### config.mk
export PLATFORM = sky130hd
export DESIGN_NAME = multi_debouncer
export DESIGN_NICKNAME = d
export VERILOG_FILES = /design/src/rtl/debounce_pkg.sv /design/src/rtl/debounce_channel.sv /design/src/rtl/multi_debouncer.sv
export SDC_FILE = /design/constraint.sdc
export NUM_CORES = 1
export LEC_CHECK = 0
export ABC_AREA = 0
export BUFFER_PORTS_ARGS = -buffer_cell sky130_fd_sc_hd__buf_2
export CAP_MARGIN = 20
export CELL_PAD_IN_SITES_DETAIL_PLACEMENT = 0
export CELL_PAD_IN_SITES_GLOBAL_PLACEMENT = 1
export CORE_MARGIN = 2
export CORE_UTILIZATION = 45
export CTS_CLUSTER_DIAMETER = 100
export DETAILED_ROUTE_END_ITERATION = 16
export PLACE_DENSITY_LB_ADDON = 0.1
export SLEW_MARGIN = 20
export SYNTH_ARGS = -nofsm -noshare
export SYNTH_HDL_FRONTEND = slang
export SYNTH_SLANG_ARGS = --single-unit
### constraint.sdc
create_clock -name clk -period 3.3 [get_ports clk]
set_clock_uncertainty 0.1 [all_clocks]
set_input_delay 0.66 -clock clk [delete_from_list [all_inputs] [get_ports clk]]
set_output_delay 0.66 -clock clk [all_outputs]
set_load 0.03 [all_outputs]
### src/rtl/debounce_pkg.sv
// -----------------------------------------------------------------------------
// debounce_pkg
// Shared definitions for the multi-channel switch debouncer.
//   dbc_state_e    : per-channel qualification state (encoding is fixed so
//                    the state can be decoded directly by software or debug)
//   is_wait_state  : true while a channel is qualifying a change
// -----------------------------------------------------------------------------
package debounce_pkg;

  typedef enum logic [1:0] {
    ST_IDLE         = 2'd0,
    ST_PRESS_WAIT   = 2'd1,
    ST_PRESSED      = 2'd2,
    ST_RELEASE_WAIT = 2'd3
  } dbc_state_e;

  function automatic logic is_wait_state(input dbc_state_e s);
    return (s == ST_PRESS_WAIT) || (s == ST_RELEASE_WAIT);
  endfunction

  function automatic logic is_level_state(input dbc_state_e s);
    return (s == ST_PRESSED) || (s == ST_RELEASE_WAIT);
  endfunction

endpackage

### src/rtl/debounce_channel.sv
// -----------------------------------------------------------------------------
// debounce_channel
// One debounced input: 2-flop synchroniser, polarity normalisation,
// qualification FSM with a stability counter, and registered outputs.
//
// state        | meaning
// -------------+---------------------------------------------------------
// IDLE         | released, waiting for a pressed sample
// PRESS_WAIT   | counting consecutive pressed samples
// PRESSED      | press accepted, waiting for a released sample
// RELEASE_WAIT | counting consecutive released samples
//
// Ports
//   clk             : clock
//   reset           : synchronous, active-high
//   raw_i           : asynchronous raw switch level
//   level_o         : registered debounced level, 1 = pressed
//   press_pulse_o   : one-cycle strobe on accepted press
//   release_pulse_o : one-cycle strobe on accepted release
//   wait_d_o        : next state is a WAIT state (feeds the registered busy)
// -----------------------------------------------------------------------------
module debounce_channel
  import debounce_pkg::*;
#(
  parameter int STABLE_CYCLES = 8,
  parameter int ACTIVE_LOW    = 1,
  parameter int CNT_W         = 3
) (
  input  logic clk,
  input  logic reset,
  input  logic raw_i,
  output logic level_o,
  output logic press_pulse_o,
  output logic release_pulse_o,
  output logic wait_d_o
);

  // Synchroniser resets to the raw level that means "not pressed", so a
  // channel never sees a phantom press coming out of reset.
  localparam logic             INACTIVE_RAW = (ACTIVE_LOW != 0) ? 1'b1 : 1'b0;
  localparam logic [CNT_W-1:0] CNT_LAST     = CNT_W'(STABLE_CYCLES - 1);
  localparam logic [CNT_W-1:0] CNT_ONE      = CNT_W'(1);

  logic             sync1_q, sync2_q;
  logic             pressed;
  dbc_state_e       state_q, state_d;
  logic [CNT_W-1:0] cnt_q, cnt_d;
  logic             level_q, press_q, release_q;

  assign pressed = (ACTIVE_LOW != 0) ? ~sync2_q : sync2_q;

  always_comb begin
    state_d = state_q;
    cnt_d   = cnt_q;
    unique case (state_q)
      ST_IDLE: begin
        if (pressed) begin
          state_d = ST_PRESS_WAIT;
          cnt_d   = '0;
        end
      end
      ST_PRESS_WAIT: begin
        if (!pressed) begin
          state_d = ST_IDLE;
          cnt_d   = '0;
        end else if (cnt_q == CNT_LAST) begin
          state_d = ST_PRESSED;
          cnt_d   = '0;
        end else begin
          cnt_d = cnt_q + CNT_ONE;
        end
      end
      ST_PRESSED: begin
        if (!pressed) begin
          state_d = ST_RELEASE_WAIT;
          cnt_d   = '0;
        end
      end
      ST_RELEASE_WAIT: begin
        if (pressed) begin
          state_d = ST_PRESSED;
          cnt_d   = '0;
        end else if (cnt_q == CNT_LAST) begin
          state_d = ST_IDLE;
          cnt_d   = '0;
        end else begin
          cnt_d = cnt_q + CNT_ONE;
        end
      end
      default: begin
        state_d = ST_IDLE;
        cnt_d   = '0;
      end
    endcase
  end

  // Outputs are registered from the next state so level_o moves on the same
  // edge as the accepting transition, and the strobes line up with it.
  always_ff @(posedge clk) begin
    if (reset) begin
      sync1_q   <= INACTIVE_RAW;
      sync2_q   <= INACTIVE_RAW;
      state_q   <= ST_IDLE;
      cnt_q     <= '0;
      level_q   <= 1'b0;
      press_q   <= 1'b0;
      release_q <= 1'b0;
    end else begin
      sync1_q   <= raw_i;
      sync2_q   <= sync1_q;
      state_q   <= state_d;
      cnt_q     <= cnt_d;
      level_q   <= is_level_state(state_d);
      press_q   <= (state_q == ST_PRESS_WAIT) && (state_d == ST_PRESSED);
      release_q <= (state_q == ST_RELEASE_WAIT) && (state_d == ST_IDLE);
    end
  end

  assign level_o         = level_q;
  assign press_pulse_o   = press_q;
  assign release_pulse_o = release_q;
  assign wait_d_o        = is_wait_state(state_d);

endmodule

### src/rtl/multi_debouncer.sv
// -----------------------------------------------------------------------------
// multi_debouncer
// N_CH independent switch debouncers with a shared busy indication.
//
// Ports
//   clk           : clock, all state on rising edge
//   reset         : synchronous, active-high
//   raw_in        : asynchronous bouncing switch inputs
//   level_out     : debounced pressed state per channel, 1 = pressed
//   press_pulse   : one-cycle strobe per channel on accepted press
//   release_pulse : one-cycle strobe per channel on accepted release
//   busy          : registered, high while any channel is qualifying
// -----------------------------------------------------------------------------
module multi_debouncer
  import debounce_pkg::*;
#(
  parameter int N_CH          = 4,
  parameter int STABLE_CYCLES = 8,
  parameter int ACTIVE_LOW    = 1
) (
  input  logic            clk,
  input  logic            reset,
  input  logic [N_CH-1:0] raw_in,
  output logic [N_CH-1:0] level_out,
  output logic [N_CH-1:0] press_pulse,
  output logic [N_CH-1:0] release_pulse,
  output logic            busy
);

  localparam int CNT_W = $clog2(STABLE_CYCLES);

  logic [N_CH-1:0] wait_d;
  logic            busy_q;

  for (genvar g = 0; g < N_CH; g++) begin : g_ch
    debounce_channel #(
      .STABLE_CYCLES (STABLE_CYCLES),
      .ACTIVE_LOW    (ACTIVE_LOW),
      .CNT_W         (CNT_W)
    ) u_ch (
      .clk             (clk),
      .reset           (reset),
      .raw_i           (raw_in[g]),
      .level_o         (level_out[g]),
      .press_pulse_o   (press_pulse[g]),
      .release_pulse_o (release_pulse[g]),
      .wait_d_o        (wait_d[g])
    );
  end

  // OR of next-state WAIT flags, registered: busy tracks the channel state
  // registers exactly and is glitch-free at the output.
  always_ff @(posedge clk) begin
    if (reset) begin
      busy_q <= 1'b0;
    end else begin
      busy_q <= |wait_d;
    end
  end

  assign busy = busy_q;

endmodule
Yosys cells after proc, flatten, opt, wreduce, memory -nomap -nowiden --
Cells that the tools add are included.
Storage, ports and cells: register bits 41, bits of input ports 6, output and inout port bits 13, logic and storage cells 150
Operators by class: $add $sub $neg 4, equality and inequality tests 36, multiplexer cells 52, reduce and logical (&&, ||, !) cells 29
Operator list (number):
- 3-bit 2-to-1 mux | 20
- 2-bit 2-to-1 mux | 24
- 3-bit one-hot mux with 4 select lines | 4
- 2-bit == test (second input constant) | 16
- 2-bit one-hot mux with 4 select lines | 4
- 2-bit by 1-bit == test with 1-bit output (second input constant) | 8
- 2-bit logical NOT | 8
- 3-bit by 1-bit adder with 3-bit output (second input constant) | 4
- 3-bit == test (second input constant) | 4
- 1-bit logical AND | 8
- 1-bit logical OR | 8
- 2-bit by 1-bit inequality test with 1-bit output (second input constant) | 4
- 2-bit inequality test (second input constant) | 4
- 2-bit AND reduction | 4
- 4-bit OR reduction | 1

Depth between registers and ports, before layout --
Gate-level depths: netlist of run 1.
depth in word-level cells 7, mapped depth 5, mapped depth without buffers 5

By module --
Synthesis of run 1 repeated with hierarchy kept, for this count alone.
Unflattened totals: cell total of the unflattened synthesis 151, area, all modules 1660.3 um^2
By module, submodules not included:
- debounce_channel (g_ch[0].u_ch ...) | times used 3, cells an instance 37, area an instance 405.4 um^2, sequential area each 200.2 um^2
- debounce_channel (g_ch[3].u_ch) | times used 1, cells an instance 37, area an instance 414.1 um^2, sequential area each 200.2 um^2
- multi_debouncer | times used 1, cells an instance 3, area an instance 30.0 um^2, sequential area each 20.0 um^2

Worst setup path before layout of run 1 --
No wires, ideal clock.
kind reg2reg, start point reg g_ch[1].u_ch.cnt_q[0], end point reg g_ch[1].u_ch.cnt_q[0], setup time 0.071 ns, data arrival time 1.285 ns, required time 3.129 ns, slack 1.845 ns, stages on the path, launching flop included 5, buffers on the path 0, period minus slack after synthesis 1.455 ns, path through dfxtp_1 ha_1 ha_1 or4_1 a21oi_1
On the way: cells in the longest elaborated chain, start to end 4, elaborated cells between the ends (all ways) 6, those cells by class add/sub (1); eq/ne (1); mux (4)
Ends and longest elaborated chain:
- start: declaration | line debounce_channel.sv:47 | logic [CNT_W-1:0] cnt_q, cnt_d;
- start signal: assignment | line debounce_channel.sv:112 | cnt_q <= cnt_d;
- 3-bit by 1-bit adder with 3-bit output / 3-bit == test (equally long branches)
- 3-bit 2-to-1 mux (*) | line debounce_channel.sv:66, debounce_channel.sv:83
- 3-bit 2-to-1 mux, on equally long branches | line debounce_channel.sv:80, debounce_channel.sv:63
- 3-bit one-hot mux with 4 select lines (*) | line debounce_channel.sv:55 | unique case (state_q)
Every way passes the cells marked *; elsewhere a longest branch is shown, timed or not. A chain may end at the register's enable or synchronous reset.

Worst setup path in the final report of run 1 --
start point reg g_ch[3].u_ch.level_q, end point out level_out[3]
RTL lines:
- start: declaration | line debounce_channel.sv:48 | logic level_q, press_q, release_q;
- start signal: assignment | line debounce_channel.sv:113 | level_q <= is_level_state(state_d);
- end: declaration | line multi_debouncer.sv:24 | output logic [N_CH-1:0] level_out,
No word-level cell between the ends.

==> results of run 1 <==
-- final cells by class --
| cell class | instances | area, um2 | area share, % |
|---|---|---|---|
| inverters | 4 | 15.0 | 0.937 |
| well taps | 46 | 57.6 | 3.59 |
| repair buffers | 18 | 90.1 | 5.62 |
| flip-flops and latches | 40 | 801 | 50.0 |
| clock buffers | 5 | 37.5 | 2.34 |
| multi-input cells | 99 | 602 | 37.5 |
-- cells in the final DEF (no fill, tap or decap), drive strengths merged, types with 4 or more instances in the layout --
| master | count |
|---|---|
| xor2 | 4 |
| clkbuf | 5 |
| nand2 | 15 |
| xnor2 | 4 |
| or4 | 4 |
| dfxtp | 40 |
| a21oi | 19 |
| nor3 | 4 |
| ha | 8 |
| nor4 | 4 |
| nor2 | 4 |
| buf | 18 |
| inv | 4 |
| nand3 | 19 |
| or2 | 11 |
-- power groups by stage --
stage	clock [mW]	sequential [mW]	combinational (mW)
after floorplan	0	0.507	0.0172
after global placement	0	0.506	0.0254
after detailed placement	0	0.506	0.0259
after CTS	0.223	0.495	0.0259
after global routing	0.248	0.497	0.0292
final	0.207	0.495	0.0255
-- metal layers --
layer | share of wire, % | track usage [%] | vias up | wire length (um)
li1 | - | - | 550 | -
met1 | 47 | 15.6 | 481 | 1090
met2 | 48 | 21.5 | 14 | 1120
met3 | 4.1 | 6.70 | 2 | 94
met4 | 0.91 | 6.67 | 0 | 21
met5 | 0 | 0 | - | 0
-- state kept, by name (all words and copies together) (netlist names) --
register	count
busy	1
g_ch.u_ch.cnt_q	12
g_ch.u_ch.state_q	7
g_ch.u_ch.level_o	4
g_ch.u_ch.press_pulse_o	4
g_ch.u_ch.sync2_q	4
g_ch.u_ch.sync1_q	4
g_ch.u_ch.release_pulse_o	4
-- per-stage QoR --
stage / instances / utilization (%) / hold WS [ns] / instance area, um2 / total power, mW
finish: 212 / 48.8 / 0.313 / 1600 / 0.728
global route: 212 / 48.8 / 0.324 / 1600 / 0.774
CTS: 212 / 48.8 / 0.318 / 1600 / 0.744
detailed placement: 207 / 47.7 / 0.296 / 1570 / 0.532
global placement: 207 / 47.7 / 0.293 / 1570 / 0.532
floorplan: 159 / - / 0.289 / 1520 / 0.524
-- cell families after synthesis --
family / after synthesis / share of synthesized area (%)
adder cells (fa/ha/maj): 8 / 6.57
XOR/XNOR: 8 / 4.60
AO/OA/AOI/OAI: 21 / 7.40
AND/OR/NAND/NOR: 62 / 21.0
flip-flops: 40 / 52.6
buffers and inverters: 20 / 7.89
-- cell usage after synthesis (all sizes together) --
| cell | instances | area, um2 |
|---|---|---|
| or2 | 11 | 68.8 |
| xor2 | 4 | 35.0 |
| nand4b | 1 | 8.76 |
| nor4 | 4 | 25.0 |
| or4 | 4 | 30.0 |
| nand2 | 15 | 56.3 |
| inv | 4 | 15.0 |
| nor2 | 4 | 15.0 |
| ha | 8 | 100 |
| buf | 14 | 97.6 |
| nand3 | 19 | 95.1 |
| a41oi | 1 | 8.76 |
| clkbuf | 2 | 7.51 |
| a311oi | 1 | 8.76 |
| dfxtp | 40 | 801 |
| nor3 | 4 | 20.0 |
| a21oi | 19 | 95.1 |
| xnor2 | 4 | 35.0 |
-- worst register-to-register path: stages, from the launching register on --
cell	delay, ns
dfxtp_1	0.34
ha_1	0.20
ha_1	0.20
or4_1	0.51
a21oi_1	0.15
-- final timing paths --
path	startpoint	to	slack (ns)
worst min register to register	g_ch[0].u_ch.sync1_q$_SDFF_PP1_	g_ch[0].u_ch.sync2_q$_SDFF_PP1_	0.31
worst max register to register	g_ch[1].u_ch.cnt_q[0]$_SDFFE_PP0P_	g_ch[1].u_ch.cnt_q[0]$_SDFFE_PP0P_	1.74
worst min-delay path	g_ch[0].u_ch.sync1_q$_SDFF_PP1_	g_ch[0].u_ch.sync2_q$_SDFF_PP1_	0.31
worst max-delay path	g_ch[3].u_ch.level_o$_SDFF_PP0_	level_out[3]	1.53
==> impl_metrics.py, run 1 <==
metrics = {
    "run_status": {
        "status": "finished clean",
    },
    "synthesis": {
        "ys_ff_latch": 40,
        "yosysUniqueCellTypes": 20,
        "avgSynthCellArea_um2": 9.58,
        "syn_nets": 173,
        "postSynthCellCount": 159,
        "yosys_warnings": 0,
        "syn_area_um2": 1520,
        "synth_seq_area_share_pct": 52.6,
    },
    "clock_tree": {
        "htreeDepth": 2,
        "cts.sinks": 40,
        "numCtsBuffers": 5,
        "cts_hold_buf": 0,
        "cts-root-buf": "clkbuf_4",
        "postCtsResizedCells": 0,
        "clk_latency_ns": 0.33,
        "cts_tree": "built",
        "postCtsSetupBuffers": 0,
        "clk_path_buf_depth": 2,
        "clk_pin_slew_ns": 0.10,
    },
    "setup_path": {
        "critPathBufInv": 1,
        "crit_required_ns": 2.54,
        "cp_max_fo": 6,
        "cp.depth": 1,
        "critPathArrivalTime_ns": 1.01,
        "end_kind": "primary output",
        "crit_type": "register to primary output",
        "rr_worst_depth": 4,
        "cpPeakStageDelay_ns": 0.45,
        "crit_chain": "buf_2",
        "critPathLaunchType": "register",
        "crit_slowest_cell": "dfxtp_1",
        "critical-path-top-delay-family": "flip-flops",
    },
    "power_and_ir_drop": {
        "p_int_uw": 570,
        "p_per_area_nw_per_um2": 454,
        "leakagePower_nw": 0.628,
        "power_switching_uw": 157,
        "seq_power_share_pct": 68.1,
        "p_sw_share_pct": 21.6,
        "p_comb_share_pct": 3.5,
        "vdd_ir_drop_max_mv": 0.217,
        "power_frac_clock_pct": 28.4,
    },
    "routing": {
        "vias_per_cell": 4.94,
        "routed_wl_um": 2320,
        "postRouteAntennaNets": 0,
        "drt_iter0_drc": 43,
        "dr.pass1.iters": 4,
        "post-route-drc-count": 0,
        "wl_per_cell_um": 10.9,
        "vias": 1047,
    },
    "floorplan": {
        "die_area_um2": 3870,
        "initial_utilization_pct": 46.4,
        "die_h_um": 62.2,
        "core_um2": 3280,
        "row_count": 21,
        "io_pins": 19,
        "dieWidth_um": 62.2,
    },
    "final_layout": {
        "drive_above_1_share_pct": 21.1,
        "synthToLayoutAreaGrowth_pct": 5.26,
        "fill_cells": 329,
        "diodes": 0,
        "layout.nets": 182,
    },
    "timing": {
        "finalWorstSetupSlack_ns": 1.53,
        "setup_viol": 0,
        "finalHoldViolations": 0,
        "fin_crit_ns": 1.77,
        "slew_violations": 0,
        "maxSlewHeadroom_pct": 56.7,
        "finalSetupTns_ns": 0,
        "tightest_slew_ns": 0.649,
        "fin_crit_sh_pct": 53.7,
        "grt_setup_unrepaired": "no",
        "fmax_ghz": 0.564,
    },
    "hold_path": {
        "holdCritPathClass": "register to register",
        "min_path_cells": 1,
    },
    "global_route": {
        "grt_max_degree": 41,
        "grt_pass1_wl_um": 4130,
        "antenna_found_initial": 0,
        "grt_overflow": 0,
        "grt_usage_pct": 13.7,
        "grt_pass1_vias": 978,
    },
    "placement": {
        "gp_congestion": 0.717,
        "numPortBuffers": 18,
        "dp.final_hpwl_um": 1590,
        "pre_cts_ws_ns": 1.72,
    },
    "job": {
        "maxCapViolCount": 0,
    },
}
No activity file was read; power rests on OpenSTA's default activity.
==> run 2: changes to the inputs <==
--- a/config.mk
+++ b/config.mk
@@ -11,7 +11,7 @@
 export CELL_PAD_IN_SITES_DETAIL_PLACEMENT = 0
 export CELL_PAD_IN_SITES_GLOBAL_PLACEMENT = 1
 export CORE_MARGIN = 2
-export CORE_UTILIZATION = 45
+export CORE_UTILIZATION = 43
 export CTS_CLUSTER_DIAMETER = 100
 export DETAILED_ROUTE_END_ITERATION = 16
 export PLACE_DENSITY_LB_ADDON = 0.1
==> constraint.sdc (replaced) <==
create_clock -name clk -period 1.7 [get_ports clk]
set_clock_uncertainty 0.1 [all_clocks]
set_input_delay 0.34 -clock clk [delete_from_list [all_inputs] [get_ports clk]]
set_output_delay 0.34 -clock clk [all_outputs]
set_load 0.03 [all_outputs]
==> run 2 against run 1 <==
Net effect: sequential cell count stayed put; largest power group unchanged; count of clock-buffer cells in the layout is 2 higher; clock power is 150% higher; non-clock buffer count stayed put; sequential power is 94% higher; critical path depth is 3 higher; global-route usage is 0.099 points lower; combinational power is 97% higher; cell area is 1.7% higher; routed wire length is 0.99% higher; power is 110% higher; register-to-register slack worse by 1.6 ns; critical endpoint is now g_ch[3].u_ch.cnt_q[0]$_SDFFE_PP0P_; highest routed layer unchanged.
==> impl_metrics.py, run 2 (synthesized netlist as in run 1, its figures left out) <==
metrics = {
    "floorplan": {
        "initial_utilization_pct": 45.3,
        "io_pins": 19,
        "dieWidth_um": 63.5,
        "core_um2": 3360,
        "die_area_um2": 4030,
        "row_count": 21,
        "die_h_um": 63.5,
    },
    "timing": {
        "maxSlewHeadroom_pct": 55.5,
        "fin_crit_sh_pct": 90.9,
        "setup_viol": 0,
        "slew_violations": 0,
        "finalSetupTns_ns": 0,
        "fmax_ghz": 0.647,
        "finalHoldViolations": 0,
        "tightest_slew_ns": 0.668,
        "fin_crit_ns": 1.54,
        "grt_setup_unrepaired": "no",
    },
    "routing": {
        "post-route-drc-count": 0,
        "wl_per_cell_um": 10.9,
        "postRouteAntennaNets": 0,
        "drt_iter0_drc": 47,
        "routed_wl_um": 2340,
        "vias_per_cell": 4.88,
        "dr.pass1.iters": 4,
        "vias": 1045,
    },
    "final_layout": {
        "synthToLayoutAreaGrowth_pct": 7.07,
        "largest_register": "g_ch.u_ch.cnt_q",
        "design_area_um2": 1630,
        "fill_cells": 364,
        "largest_register_ffs": 12,
        "final_cell_mix": "40 x dfxtp_1, 19 x nand3_1, 19 x a21oi_1",
        "final_util_pct": 48.5,
        "drive_above_1_share_pct": 22.0,
        "top_regs": "g_ch.u_ch.cnt_q x12, g_ch.u_ch.state_q x7",
        "layout.nets": 182,
        "fin_cells": 214,
        "final_common_cell": "dfxtp_1",
        "diodes": 0,
    },
    "setup_path": {
        "timing.rr.end": "g_ch[3].u_ch.cnt_q[0]$_SDFFE_PP0P_",
        "crit_top_cell": "ha_1",
        "end_kind": "register",
        "r2r_setup_slack_ns": 0.16,
        "cp_max_fo": 4,
        "critPathArrivalTime_ns": 1.71,
        "critPathBufInv": 0,
        "crit_type": "register to register",
        "critPathLaunchType": "register",
        "startpoint": "g_ch[3].u_ch.cnt_q[0]$_SDFFE_PP0P_",
        "critical-path-top-delay-family": "simple AND/OR/NAND/NOR gates",
        "rr_worst_depth": 4,
        "crit_required_ns": 1.87,
        "worst_r2r_startpoint": "g_ch[3].u_ch.cnt_q[0]$_SDFFE_PP0P_",
        "cpPeakStageDelay_ns": 0.47,
        "crit_slowest_cell": "or4_1",
        "crit_chain": "ha_1 -> ha_1 -> or4_1 -> a21oi_1",
    },
    "clock_tree": {
        "clk_latency_ns": 0.33,
        "cts_hold_buf": 0,
        "htreeDepth": 2,
        "cts.sinks": 40,
        "clk_path_buf_depth": 2,
        "clk_pin_slew_ns": 0.10,
        "postCtsResizedCells": 0,
        "cts-root-buf": "clkbuf_4",
        "postCtsSetupBuffers": 0,
        "numCtsBuffers": 5,
        "cts_tree": "built",
    },
    "hold_path": {
        "min_path_cells": 2,
        "min_from": "raw_in[3]",
        "whs_endpoint": "g_ch[3].u_ch.sync1_q$_SDFF_PP1_",
        "holdCritPathClass": "primary input to register",
    },
    "global_route": {
        "grt_pass1_vias": 997,
        "antenna_found_initial": 0,
        "grt_usage_pct": 13.6,
        "grt_pass1_wl_um": 4260,
        "grt_overflow": 0,
        "grt_max_degree": 41,
    },
    "placement": {
        "place_area_um2": 1570,
        "gp_congestion": 0.743,
        "dp.final_hpwl_um": 1650,
        "place_inst": 207,
        "numPortBuffers": 18,
    },
    "power_and_ir_drop": {
        "leakagePower_nw": 0.642,
        "vdd_ir_drop_max_mv": 0.626,
        "p_per_area_nw_per_um2": 935,
    },
    "run_status": {
        "status": "finished clean",
    },
    "job": {
        "maxCapViolCount": 0,
    },
}
==> run 2: cell types whose count changed in the layout (fill, tap and decap cells not counted), sizes merged <==
cell    delta
clkbuf     +2
==> run 2: worst max path at each step <==
stage                                                     to  slack, ns  cells past startpoint
final                     g_ch[3].u_ch.cnt_q[0]$_SDFFE_PP0P_       0.16                      4
after floorplan           g_ch[1].u_ch.cnt_q[0]$_SDFFE_PP0P_       0.24                      4
after CTS                 g_ch[1].u_ch.cnt_q[0]$_SDFFE_PP0P_       0.14                      4
after global routing      g_ch[1].u_ch.cnt_q[0]$_SDFFE_PP0P_       0.05                      4
after detailed placement  g_ch[1].u_ch.cnt_q[0]$_SDFFE_PP0P_       0.16                      4
after global placement    g_ch[1].u_ch.cnt_q[0]$_SDFFE_PP0P_       0.22                      4
==> run 2: per-stage QoR <==
stage | worst slack [ns] | power [mW] | hold slack, ns
finish | 0.155 | 1.53 | 0.0797
global route | 0.0534 | 1.60 | 0.0593
CTS | 0.142 | 1.55 | 0.0612
detailed placement | 0.160 | 1.03 | 0.297
global placement | 0.216 | 1.03 | 0.294
floorplan | 0.245 | 1.02 | 0.289
==> run 2: layout make-up <==
class | count | area, um2 | area share [%]
multi-input combinational | 99 | 602 | 36.9
inverter | 4 | 15.0 | 0.921
clock buffer | 7 | 65.1 | 3.99
timing repair buffer | 18 | 90.1 | 5.53
sequential | 40 | 801 | 49.1
tap | 46 | 57.6 | 3.53
==> run 2: metal layers <==
| metal | up-vias | share of wire, % | GRT usage, % |
|---|---|---|---|
| li1 | 553 | - | - |
| met5 | - | 0 | 0 |
| met2 | 20 | 46 | 20.8 |
| met1 | 468 | 48 | 17.0 |
| met4 | 0 | 1.5 | 7.34 |
| met3 | 4 | 4.5 | 4.29 |
==> run 2: where the power goes <==
part	switching, mW	internal, mW	leakage (nW)	total [mW]
clock network	0.279	0.235	0.0374	0.514
registers	0.0104	0.950	0.325	0.961
logic	0.0325	0.0178	0.280	0.0503
total	0.322	1.20	0.642	1.53
==> run 2: worst register-to-register path: stages (launching register included) <==
cell and delay (ns):
dfxtp_1 0.34, ha_1 0.20, ha_1 0.23, or4_1 0.47, a21oi_1 0.13
